**src/rtl/reg_file_bank_pkg.sv**
```systemverilog
// rtl/reg_file_bank_pkg.sv - shared definitions for the register bank
// Contents:
//   clr_state_e   clear-sweep FSM state encoding (ST_IDLE, ST_CLEAR)
//   DEF_DATA_W    default entry width in bits
//   DEF_DEPTH     default entry count
package reg_file_bank_pkg;

  typedef enum logic [0:0] {
    ST_IDLE  = 1'b0,
    ST_CLEAR = 1'b1
  } clr_state_e;

  localparam int DEF_DATA_W = 8;
  localparam int DEF_DEPTH  = 4;

endpackage

```
**src/rtl/reg_file_clear_fsm.sv**
```systemverilog
// rtl/reg_file_clear_fsm.sv - clear sweep sequencer for reg_file_bank
// Walks every entry index once, issuing one zero-write per cycle.
// Ports:
//   clk, reset     clock, asynchronous active-low reset
//   clear_req      start a sweep (ignored while a sweep runs)
//   clear_busy     sweep in progress
//   clr_we         zero-write strobe for this cycle
//   clr_addr       entry index being zeroed this cycle
module reg_file_clear_fsm
  import reg_file_bank_pkg::*;
#(
  parameter  int DEPTH = DEF_DEPTH,
  localparam int AW    = $clog2(DEPTH)
) (
  input  logic          clk,
  input  logic          reset,
  input  logic          clear_req,
  output logic          clear_busy,
  output logic          clr_we,
  output logic [AW-1:0] clr_addr
);

  localparam logic [AW-1:0] LAST = AW'(DEPTH - 1);

  clr_state_e    state_q, state_d;
  logic [AW-1:0] counter_q, counter_d;

  always_ff @(posedge clk or negedge reset) begin
    if (!reset) begin
      state_q   <= ST_IDLE;
      counter_q <= '0;
    end else begin
      state_q   <= state_d;
      counter_q <= counter_d;
    end
  end

  always_comb begin
    state_d   = state_q;
    counter_d = counter_q;
    case (state_q)
      ST_IDLE: begin
        if (clear_req) begin
          state_d   = ST_CLEAR;
          counter_d = '0;
        end
      end
      ST_CLEAR: begin
        // Counter wraps to 0 after LAST, so it is already 0 back in IDLE.
        counter_d = counter_q + AW'(1);
        if (counter_q == LAST) begin
          state_d = ST_IDLE;
        end
      end
      default: begin
        state_d   = ST_IDLE;
        counter_d = '0;
      end
    endcase
  end

  assign clear_busy = (state_q == ST_CLEAR);
  assign clr_we     = clear_busy;
  assign clr_addr   = counter_q;

endmodule

```
**src/rtl/reg_file_bank.sv**
```systemverilog
// rtl/reg_file_bank.sv - parametrised byte-masked register bank with clear sweep
// Optional feature macro: REG_FILE_BYPASS_EN (write-to-read forwarding).
// Ports:
//   clk, reset             clock, asynchronous active-low reset
//   wr_valid / wr_ready    write handshake; wr_ready low during a clear sweep
//   wr_addr, wr_data       write index and data
//   wr_be                  byte enables, bit i covers wr_data[8i+7:8i]
//   rd_addr_a, rd_addr_b   read indices
//   rd_data_a, rd_data_b   registered read data (1-cycle latency)
//   clear_req              start clear sweep
//   clear_busy             clear sweep in progress
//   all_regs               flat view, entry k at [k*DATA_W +: DATA_W]
module reg_file_bank
  import reg_file_bank_pkg::*;
#(
  parameter  int DATA_W = DEF_DATA_W,
  parameter  int DEPTH  = DEF_DEPTH,
  localparam int AW     = $clog2(DEPTH),
  localparam int BE_W   = DATA_W / 8
) (
  input  logic                    clk,
  input  logic                    reset,
  input  logic                    wr_valid,
  output logic                    wr_ready,
  input  logic [AW-1:0]           wr_addr,
  input  logic [DATA_W-1:0]       wr_data,
  input  logic [BE_W-1:0]         wr_be,
  input  logic [AW-1:0]           rd_addr_a,
  input  logic [AW-1:0]           rd_addr_b,
  output logic [DATA_W-1:0]       rd_data_a,
  output logic [DATA_W-1:0]       rd_data_b,
  input  logic                    clear_req,
  output logic                    clear_busy,
  output logic [DEPTH*DATA_W-1:0] all_regs
);

  logic [DATA_W-1:0] mem_q [DEPTH];
  logic [DATA_W-1:0] merged;
  logic [DATA_W-1:0] rd_next_a, rd_next_b;
  logic              wr_fire;
  logic              clr_we;
  logic [AW-1:0]     clr_addr;

  reg_file_clear_fsm #(
    .DEPTH(DEPTH)
  ) u_clear_fsm (
    .clk       (clk),
    .reset     (reset),
    .clear_req (clear_req),
    .clear_busy(clear_busy),
    .clr_we    (clr_we),
    .clr_addr  (clr_addr)
  );

  // Ready depends only on FSM state, so writers see no comb path from inputs.
  assign wr_ready = !clear_busy;
  assign wr_fire  = wr_valid && wr_ready;

  always_comb begin
    merged = mem_q[wr_addr];
    for (int b = 0; b < BE_W; b++) begin
      if (wr_be[b]) begin
        merged[8*b +: 8] = wr_data[8*b +: 8];
      end
    end
  end

  // Clear writes and accepted writes never coincide (wr_ready is low during
  // the sweep), so the priority order below is only a tidy default.
  for (genvar k = 0; k < DEPTH; k++) begin : g_entry
    always_ff @(posedge clk or negedge reset) begin
      if (!reset) begin
        mem_q[k] <= '0;
      end else if (clr_we && (clr_addr == AW'(k))) begin
        mem_q[k] <= '0;
      end else if (wr_fire && (wr_addr == AW'(k))) begin
        mem_q[k] <= merged;
      end
    end
    assign all_regs[k*DATA_W +: DATA_W] = mem_q[k];
  end

`ifdef REG_FILE_BYPASS_EN
  always_comb begin
    rd_next_a = mem_q[rd_addr_a];
    if (clr_we && (clr_addr == rd_addr_a)) begin
      rd_next_a = '0;
    end else if (wr_fire && (wr_addr == rd_addr_a)) begin
      rd_next_a = merged;
    end
  end

  always_comb begin
    rd_next_b = mem_q[rd_addr_b];
    if (clr_we && (clr_addr == rd_addr_b)) begin
      rd_next_b = '0;
    end else if (wr_fire && (wr_addr == rd_addr_b)) begin
      rd_next_b = merged;
    end
  end
`else
  assign rd_next_a = mem_q[rd_addr_a];
  assign rd_next_b = mem_q[rd_addr_b];
`endif

  always_ff @(posedge clk or negedge reset) begin
    if (!reset) begin
      rd_data_a <= '0;
      rd_data_b <= '0;
    end else begin
      rd_data_a <= rd_next_a;
      rd_data_b <= rd_next_b;
    end
  end

endmodule

```
**config.mk**
```make
export PLATFORM = sky130hd
export DESIGN_NAME = reg_file_bank
export DESIGN_NICKNAME = d
export VERILOG_FILES = /design/src/rtl/reg_file_bank_pkg.sv /design/src/rtl/reg_file_clear_fsm.sv /design/src/rtl/reg_file_bank.sv
export SDC_FILE = /design/constraint.sdc
export NUM_CORES = 1
export LEC_CHECK = 0
export CAP_MARGIN = 15
export CORE_ASPECT_RATIO = 1.75
export CORE_MARGIN = 2
export CORE_UTILIZATION = 29
export CTS_CLUSTER_DIAMETER = 30
export CTS_CLUSTER_SIZE = 24
export DETAILED_ROUTE_END_ITERATION = 12
export SYNTH_ARGS = -nofsm -noshare
export SYNTH_HDL_FRONTEND = slang
export SYNTH_SLANG_ARGS = --single-unit
```
**constraint.sdc**
```tcl
create_clock -name clk -period 2.5 [get_ports clk]
set_input_delay 0.75 -clock clk [delete_from_list [all_inputs] [get_ports clk]]
set_output_delay 0.75 -clock clk [all_outputs]
set_load 0.1 [all_outputs]
```
[Word-level counts from Yosys, hierarchy flattened]
Cells that the tools add are included.
Storage, ports and cells
  flip-flop bits (word level): 51
  output and inout port bits: 50
  bits of input ports: 19
  logic and storage cells: 62
Operators by class
  bitwise logic cells: 4
  magnitude comparators: 3
  eq/ne operators: 7
  reductions and logical operators: 16
  $add $sub $neg: 1
  mux-type cells: 23
Operators by type and width (count)
  8-bit two-way mux: 15
  8-bit binary-select mux with 2-bit select: 3
  3-bit >= comparator, second input constant: 3
  1-bit logical AND: 9
  2-bit inverter with 3-bit output: 3
  2-bit == test, second input constant: 4
  2-bit nonzero test: 4
  2-bit by 1-bit == test with 1-bit output, second input constant: 2
  2-bit zero test: 2
  2-bit case mux with 2 select lines: 1
  2-bit by 1-bit adder with 2-bit output, second input constant: 1
  1-bit two-way mux: 2
  2-bit two-way mux: 1
  2-bit != test, second input constant: 1
  1-bit case mux with 2 select lines: 1
  1-bit zero test: 1
  1-bit inverter: 1

[Depth between registers and ports, before layout]
Gate-level depths: netlist of run 1.
  depth in word-level cells: 7
  gate-level depth with buffers: 5
  mapped depth without buffers: 4

[Modules after synthesis]
A second synthesis of run 1 with hierarchy kept.
Unflattened totals
  cell total of the unflattened synthesis: 230
  area total of the unflattened synthesis: 2673.8 µm²
Modules (own cells, without submodules)
  reg_file_bank: seq. area each 1201.2 µm², area each 2536.2 µm², times used 1, cells each 219
  reg_file_clear_fsm: seq. area each 75.1 µm², area each 137.6 µm², times used 1, cells each 11

[Worst setup path after synthesis of run 1]
No wires, ideal clock.
  path kind: register -> output
  start point: register u_clear_fsm.state_q, in the netlist u_clear_fsm.clear_busy
  end point: output wr_ready
  cell stages (with the launch flop): 3
  arrival: 1.688 ns
  path buffers: 1
  setup slack: 0.062 ns
  required time: 1.750 ns
  cells stage by stage: dfrtp_1 buf_6 inv_1
On the way
  longest elaborated chain between the ends: 1
RTL lines
  start: declaration: RTL line reg_file_clear_fsm.sv:25  | clr_state_e state_q, state_d;
  start signal: assignment: RTL line reg_file_clear_fsm.sv:33  | state_q <= state_d;
  1-bit zero test: RTL line reg_file_bank.sv:56  | assign wr_ready = !clear_busy;
  end: declaration: RTL line reg_file_bank.sv:24  | output logic wr_ready,
No other way between the ends.

[Worst setup path in the final report of run 1]
Same ends and word-level chain as after synthesis.

==> summary.txt, run 1 <==
Status
  • Run status: completed

Synth
  • Syn. warnings: 0
  • Post-Syn Area: 2561 µm²
  • Register bit count reported by yosys: 51
  • Main flop type after synthesis: dfrtp_1
  • Average size of a mapped cell: 12.94 µm²
  • Post-synth ARST share: 100.0%
  • Sequential share of the synthesized area: roughly 50%
  • Synth Instances: a little under 200
  • Syn Nets: 221
  • EDFF count, synth: 0
  • Distinct cell type count after synthesis: 27

Run
  • Max-cap violation count: 0

Setup path
  • CP Depth: 2
  • Crit Path Class: reg2out
  • Crit path to: wr_ready
  • Buf/Inv on CP: 2
  • Data required, critical path: 1750 ps
  • Worst reg2reg endpoint: all_regs[21]
  • Slowest cell on the critical path: dfrtp_1
  • CP cell instances: inv_1 -> buf_12
  • Worst-path fanout max: 12
  • Critical path launch point: u_clear_fsm.clear_busy
  • R2r worst-path depth: 3
  • Reg2reg start: u_clear_fsm.clear_busy
  • Arrival @ worst endpoint: 1440 ps
  • Critical Path Source Type: flop
  • Reg-to-reg slack, setup: between 700 and 800 ps
  • Crit. End Element: output port
  • Slowest Stage Delay on Critical Path: 680 ps
  • Crit-path leading delay family: flip-flops

Global routing
  • First-pass GRT wire length: 11050 µm
  • Pin count of the biggest net entering global routing: 52
  • Initial antenna violation count: 0
  • GRT Total Usage: between 10% and 20%
  • Congestion Overflow GR: 0
  • Number of global-route vias before repair: 2020

STA
  • RSZ-0062 raised after global routing: no
  • Tcrit/Tclk final: between 80 and 90%
  • Hold Vio Cnt, Final: 0
  • Setup TNS: 0 ps
  • Min Tclk post-route: 2187 ps
  • Max-Slew Margin vs Limit: 51.35%
  • Clk_skew: 4.788 ps
  • Count of final max-slew check failures: 0
  • Worst-Margin Slew: 729.8 ps
  • Final Setup Violations: 0
  • Fmax: 457.2 MHz

Clock network
  • Post-CTS Hold Buffers: 0
  • CTS tree: done
  • H-tree levels: 2
  • Setup Buffers After CTS: 0
  • Clock sink count: 51
  • Worst skew pair latency: 290 ps
  • CTS buffer count: 5
  • Post-CTS sizing: 0
  • Root Buffer: clkbuf_16
  • Maximum clock path buffer count: 2
  • Clock slew seen by the registers of the worst setup and hold paths: about 70 ps

Route
  • DRC Markers: 0
  • Routed len/inst: 18.05 µm
  • Antenna Nets Post-Route: 0
  • Drt first pass iters: 4
  • Via count: between 1500 and 2000
  • Drt total wl: between 7000 and 8000 µm
  • Drt initial violations: 98
  • Via/cell ratio: 5.069

Die
  • Initial core utilization: between 20% and 30%
  • Die width: 75.04 µm
  • Die height: 128.3 µm
  • Io pins: 69
  • Die area: 9629 µm²
  • Core Area: 8615 µm²
  • Row count: 45

Finish
  • Antenna fix cells: 0
  • Layout Area Growth over Synthesis: 36.10%
  • Share of cells above drive strength 1: roughly a third
  • Nets: 296

Placement
  • GPL Wtd Cong: just under 0.8
  • Port buffer count: 68
  • Post-DP HPWL: 5098 µm

Worst hold path
  • Class of the worst hold path: in2async
stage by stage:
step / instance area (µm²) / hold slack [ps] / utilization (%) / setup WS, ps / cells
6_report: 3486 / 569.5 / 40.46 / 312.6 / 391
3_3_place_gp: 3344 / 561.6 / 38.82 / 125.0 / 383
4_1_cts: 3486 / 590.6 / 40.46 / 289.4 / 391
3_5_place_dp: 3344 / 574.0 / 38.82 / 93.47 / 383
2_1_floorplan: 2561 / 454.4 / - / 61.69 / 198
5_1_grt: 3486 / 617.1 / 40.46 / 201.5 / 391
kinds of logic after synthesis:
group / share of synthesized area [%]
mux: 17.59
fa+ha+maj: 1.954
flops: 49.83
buf+inv: 3.761
compound gates: 17.44
simple gates: 9.429
cells in the final DEF, fill, tap and decap left out, types with 3 or more instances in the layout:
master	count
nand2_1	8
buf_4	59
a21oi_1	9
a22o_1	28
ha_1	4
buf_12	5
nor2b_1	16
nor2_1	7
o21ai_0	15
clkdlybuf4s50_1	17
mux2i_1	9
dfrtp_1	51
clkbuf_16	5
mux4_2	16
inv_1	4
a21oi_2	3
registers in the layout, summed over array words and instances (netlist names):
name	flops
rd_data_a	8
rd_data_b	8
u_clear_fsm.clear_busy	1
u_clear_fsm.clr_addr	2
all_regs	32
synth_stat cells, drive strengths merged, types with 2 or more instances:
cell     n  area [µm²]
dfrtp   51        1276
a22o    30       265.3
mux4    16       360.4
nor2b   16       100.1
o21ai   15       75.07
a21oi   12       71.32
buf     10       66.31
mux2i    9       90.09
nand2    8       30.03
nor2     7       26.28
clkbuf   4       15.01
ha       4       50.05
inv      4       15.01
a221o    2       20.02
and3b    2       18.77
nor4bb   2       20.02
area by class of cell:
type / count / area, µm²
Timing Repair Buffer: 82 / 718.2
Fill cell: 832 / 5129
Tap cell: 117 / 146.4
Clock buffer: 6 / 128.9
Sequential cell: 51 / 1276
Multi-Input combinational cell: 129 / 1189
Clock inverter: 2 / 12.51
Inverter: 4 / 15.01
how the worst min path moves through the flow:
stage                                  startpoint                       to  slack (ps)
after floorplan                             reset              all_regs[0]         450
after global routing      u_clear_fsm.clr_addr[0]  u_clear_fsm.clr_addr[0]         620
final                                       reset             rd_data_a[6]         570
after global placement    u_clear_fsm.clr_addr[0]  u_clear_fsm.clr_addr[0]         560
after detailed placement              all_regs[1]              all_regs[1]         570
after CTS                             all_regs[1]              all_regs[1]         590
worst register-to-register path: cells and delay by family, from the launching register on:
family / cells / cell delay [ps]
compound gates: 2 / 860
flops: 1 / 680
simple gates: 1 / 160
layer usage:
layer,vias up,GRT usage (%),wire (µm)
met5,-,0,0
met3,15,2.123,261
li1,902,-,-
met1,1011,18.73,2753
met2,54,26.32,3810
met4,0,7.878,233
Power of run 1 is left out: the tool's default activity adds up to more than one toggle a clock period on the data nets, which glitch-free logic cannot reach.
==> run 2: changes to the inputs <==
==> constraint.sdc (replaced) <==
create_clock -name clk -period 1.9 [get_ports clk]
set_input_delay 0.57 -clock clk [delete_from_list [all_inputs] [get_ports clk]]
set_output_delay 0.57 -clock clk [all_outputs]
set_load 0.1 [all_outputs]
==> run 2 against run 1 <==
Compared with the run above:
- via count rose by 3.0%
- first-iteration DRC count is 41% higher
- sequential cell count did not move
- register-to-register slack got worse by 410 ps
- core utilization rose by 9.7 points
- setup slack lost 220 ps
- largest cell class is now non-clock buffers
==> summary.txt, run 2 (synthesis gave the netlist of run 1 again) <==
Status
  • Run status: completed (unchanged)

STA
  • Setup TNS: 0 ps (unchanged)
  • Min Tclk post-route: 1805 ps
  • Count of final max-slew check failures: 0 (unchanged)
  • Tcrit/Tclk final: 95.01%
  • Max-Slew Margin vs Limit: 64.54% (was 51.35%)
  • Final Setup Violations: 0 (unchanged)
  • RSZ-0062 raised after global routing: no (unchanged)
  • Fmax: ~550 MHz
  • Worst-Margin Slew: 531.9 ps (was 729.8 ps)
  • Worst hold slack: 250.4 ps (was 569.5 ps)
  • Clk_skew: 6.235 ps (was 4.788 ps)
  • Hold Vio Cnt, Final: 0 (unchanged)
  • PnR worst setup slack: 94.73 ps (was 312.6 ps)

Global routing
  • First-pass GRT wire length: 11840 µm (was 11050 µm)
  • GRT Total Usage: 16.71% (was 15.55%)
  • Pin count of the biggest net entering global routing: 32 (was 52)
  • Initial antenna violation count: 0 (unchanged)
  • Number of global-route vias before repair: 2083 (was 2020)
  • Congestion Overflow GR: 0 (unchanged)

Placement
  • Port buffer count: 68 (unchanged)
  • GPL Wtd Cong: 0.7600 (was 0.7744)
  • Post-DP Area: 4120 µm² (was 3344 µm²)
  • Place WS: -238.3 ps (was 93.47 ps)
  • Post-DP HPWL: 5600 µm (was 5098 µm)

Power
  • Static Leak: about 1.9 nW
  • Peak VDD IR: just over 0.9 mV
  • P per Cell Area: about 1900 nW/µm²

Clock network
  • Clock sink count: 51 (unchanged)
  • Setup Buffers After CTS: 0 (unchanged)
  • CTS tree: done (unchanged)
  • H-tree levels: 2 (unchanged)
  • CTS buffer count: 5 (unchanged)
  • Maximum clock path buffer count: 2 (unchanged)
  • Root Buffer: clkbuf_16 (unchanged)
  • Clock slew seen by the registers of the worst setup and hold paths: 70 ps (about the same)
  • Worst skew pair latency: 300 ps (was 290 ps)

Route
  • Drt total wl: 7416 µm (was 7059 µm)
  • Drt first pass iters: 4 (unchanged)
  • Antenna Nets Post-Route: 0 (unchanged)
  • Drt initial violations: 138 (was 98)
  • Via count: 2042 (was 1982)
  • Routed len/inst: 18.31 µm (was 18.05 µm)
  • Via/cell ratio: 5.042 (was 5.069)
  • DRC Markers: 0 (unchanged)

Finish
  • Layout Area Growth over Synthesis: 68.78% (was 36.10%)
  • Largest register FFs: 32 (unchanged)
  • Antenna fix cells: 0 (unchanged)
  • Nets: 310 (was 296)
  • Most common cell after layout, fill and taps aside: buf_12 (was buf_4)
  • Commonest cells after routing, fill and taps aside: buf_12 (58), dfrtp_1 (50), a22o_1 (28) (was buf_4 (59), dfrtp_1 (51), a22o_1 (28))
  • Finished Cell Area: 4323 µm² (was 3486 µm²)
  • Share of cells above drive strength 1: 38.89% (was 34.67%)

Setup path
  • CP cell instances: clkinvlp_4 -> buf_12 (was inv_1 -> buf_12)
  • R2r worst-path depth: 4 (was 3)
  • Worst-path fanout max: 12 (unchanged)
  • Arrival @ worst endpoint: 1240 ps (was 1440 ps)
  • Crit Path Class: reg2out (unchanged)
  • Reg2reg start: u_clear_fsm.clear_busy (unchanged)
  • Data required, critical path: 1330 ps (was 1750 ps)
  • Crit-path leading delay family: flip-flops (unchanged)
  • CP Depth: 2 (unchanged)
  • Slowest cell on the critical path: dfrtp_4 (was dfrtp_1)
  • Reg-to-reg slack, setup: 340 ps (was 750 ps)
  • Slowest Stage Delay on Critical Path: 560 ps (was 680 ps)
  • Critical Path Source Type: flop (unchanged)
  • Worst reg2reg endpoint: all_regs[16] (was all_regs[21])
  • Buf/Inv on CP: 2 (unchanged)
  • Crit. End Element: output port (unchanged)

Die
  • Die height: 128.3 µm (unchanged)
  • Initial core utilization: 29.73% (unchanged)
  • Die area: 9629 µm² (unchanged)
  • Core Area: 8615 µm² (unchanged)
  • Io pins: 69 (unchanged)
  • Row count: 45 (unchanged)
  • Die width: 75.04 µm (unchanged)

Worst hold path
  • Class of the worst hold path: in2async (unchanged)

Run
  • Max-cap violation count: 0 (unchanged)
run 2: cell types whose count changed in the layout (fill, tap and decap cells not counted):
cell / previous run / this run
a21oi_2: 3 / 2
a21oi_4: 0 / 1
buf_12: 5 / 58
buf_4: 59 / 20
bufinv_16: 0 / 2
clkinv_2: 1 / 0
dfrtp_1: 51 / 50
dfrtp_4: 0 / 1
inv_1: 4 / 3
nor4bb_1: 2 / 1
nor4bb_2: 0 / 1
run 2: repair_timing:
action / CTS / global route
gates resized for setup: 0 / 2
hold buffers: 0 / 0
setup endpoints to repair: 0 / 5
run 2: how the worst max path moves through the flow:
stage,from,endpoint,slack (ps)
3_5_place_dp,wr_addr[1],all_regs[15],-240
5_1_grt,wr_addr[0],all_regs[2],1
4_1_cts,wr_addr[1],all_regs[9],70
2_1_floorplan,u_clear_fsm.clear_busy,all_regs[5],20
6_report,u_clear_fsm.clear_busy,wr_ready,90
3_3_place_gp,wr_addr[1],all_regs[9],-210
run 2: worst register-to-register path, cell delays in order (launching register included):
cell	delay [ps]
dfrtp_4	580
nor4bb_2	350
a21oi_1	120
buf_4	170
a22o_1	230
run 2: per-layer routing:
metal	vias up	GRT usage, %	part of all wire, %
li1	927	-	-
met1	1044	20.92	37
met2	63	28.53	56
met3	8	2.123	4.5
met4	0	6.513	2.1
met5	-	0	0
run 2: power breakdown:
| group | internal [W] | switching, W | total (W) | leakage, nW |
|---|---|---|---|---|
| logic | 0.00193 | 0.00314 | 0.00507 | 1.13 |
| clock network | 0.000755 | 0.000400 | 0.00116 | 0.0911 |
| registers | 0.00144 | 0.000598 | 0.00204 | 0.690 |
| total | 0.00412 | 0.00414 | 0.00827 | 1.91 |
run 2: final cells by class:
class	instances	area (µm²)
timing repair buffer	96	1486
clock inverter	2	60.06
clock buffer	6	128.9
tap	117	146.4
inverter	4	18.77
multi-input combinational	129	1202
fill	740	4292
sequential	51	1280
run 2: per-stage QoR:
step	total power (W)	utilization, %	instances
CTS	0.008295	50.02	405
global placement	0.007083	47.83	397
global route	0.008536	50.18	405
finish	0.008267	50.18	405
detailed placement	0.007134	47.83	397
floorplan	0.004970	-	198
Power figures use the tool's default switching activity.
==> run 3: changes to the inputs <==
--- a/config.mk
+++ b/config.mk
@@ -5,6 +5,7 @@
 export SDC_FILE = /design/constraint.sdc
 export NUM_CORES = 1
 export LEC_CHECK = 0
+export ABC_CLOCK_PERIOD_IN_PS = 1900
 export CAP_MARGIN = 15
 export CORE_ASPECT_RATIO = 1.75
 export CORE_MARGIN = 2
==> results of run 3 <==
The final DEF is identical to that of run 2; final timing and power are the same.
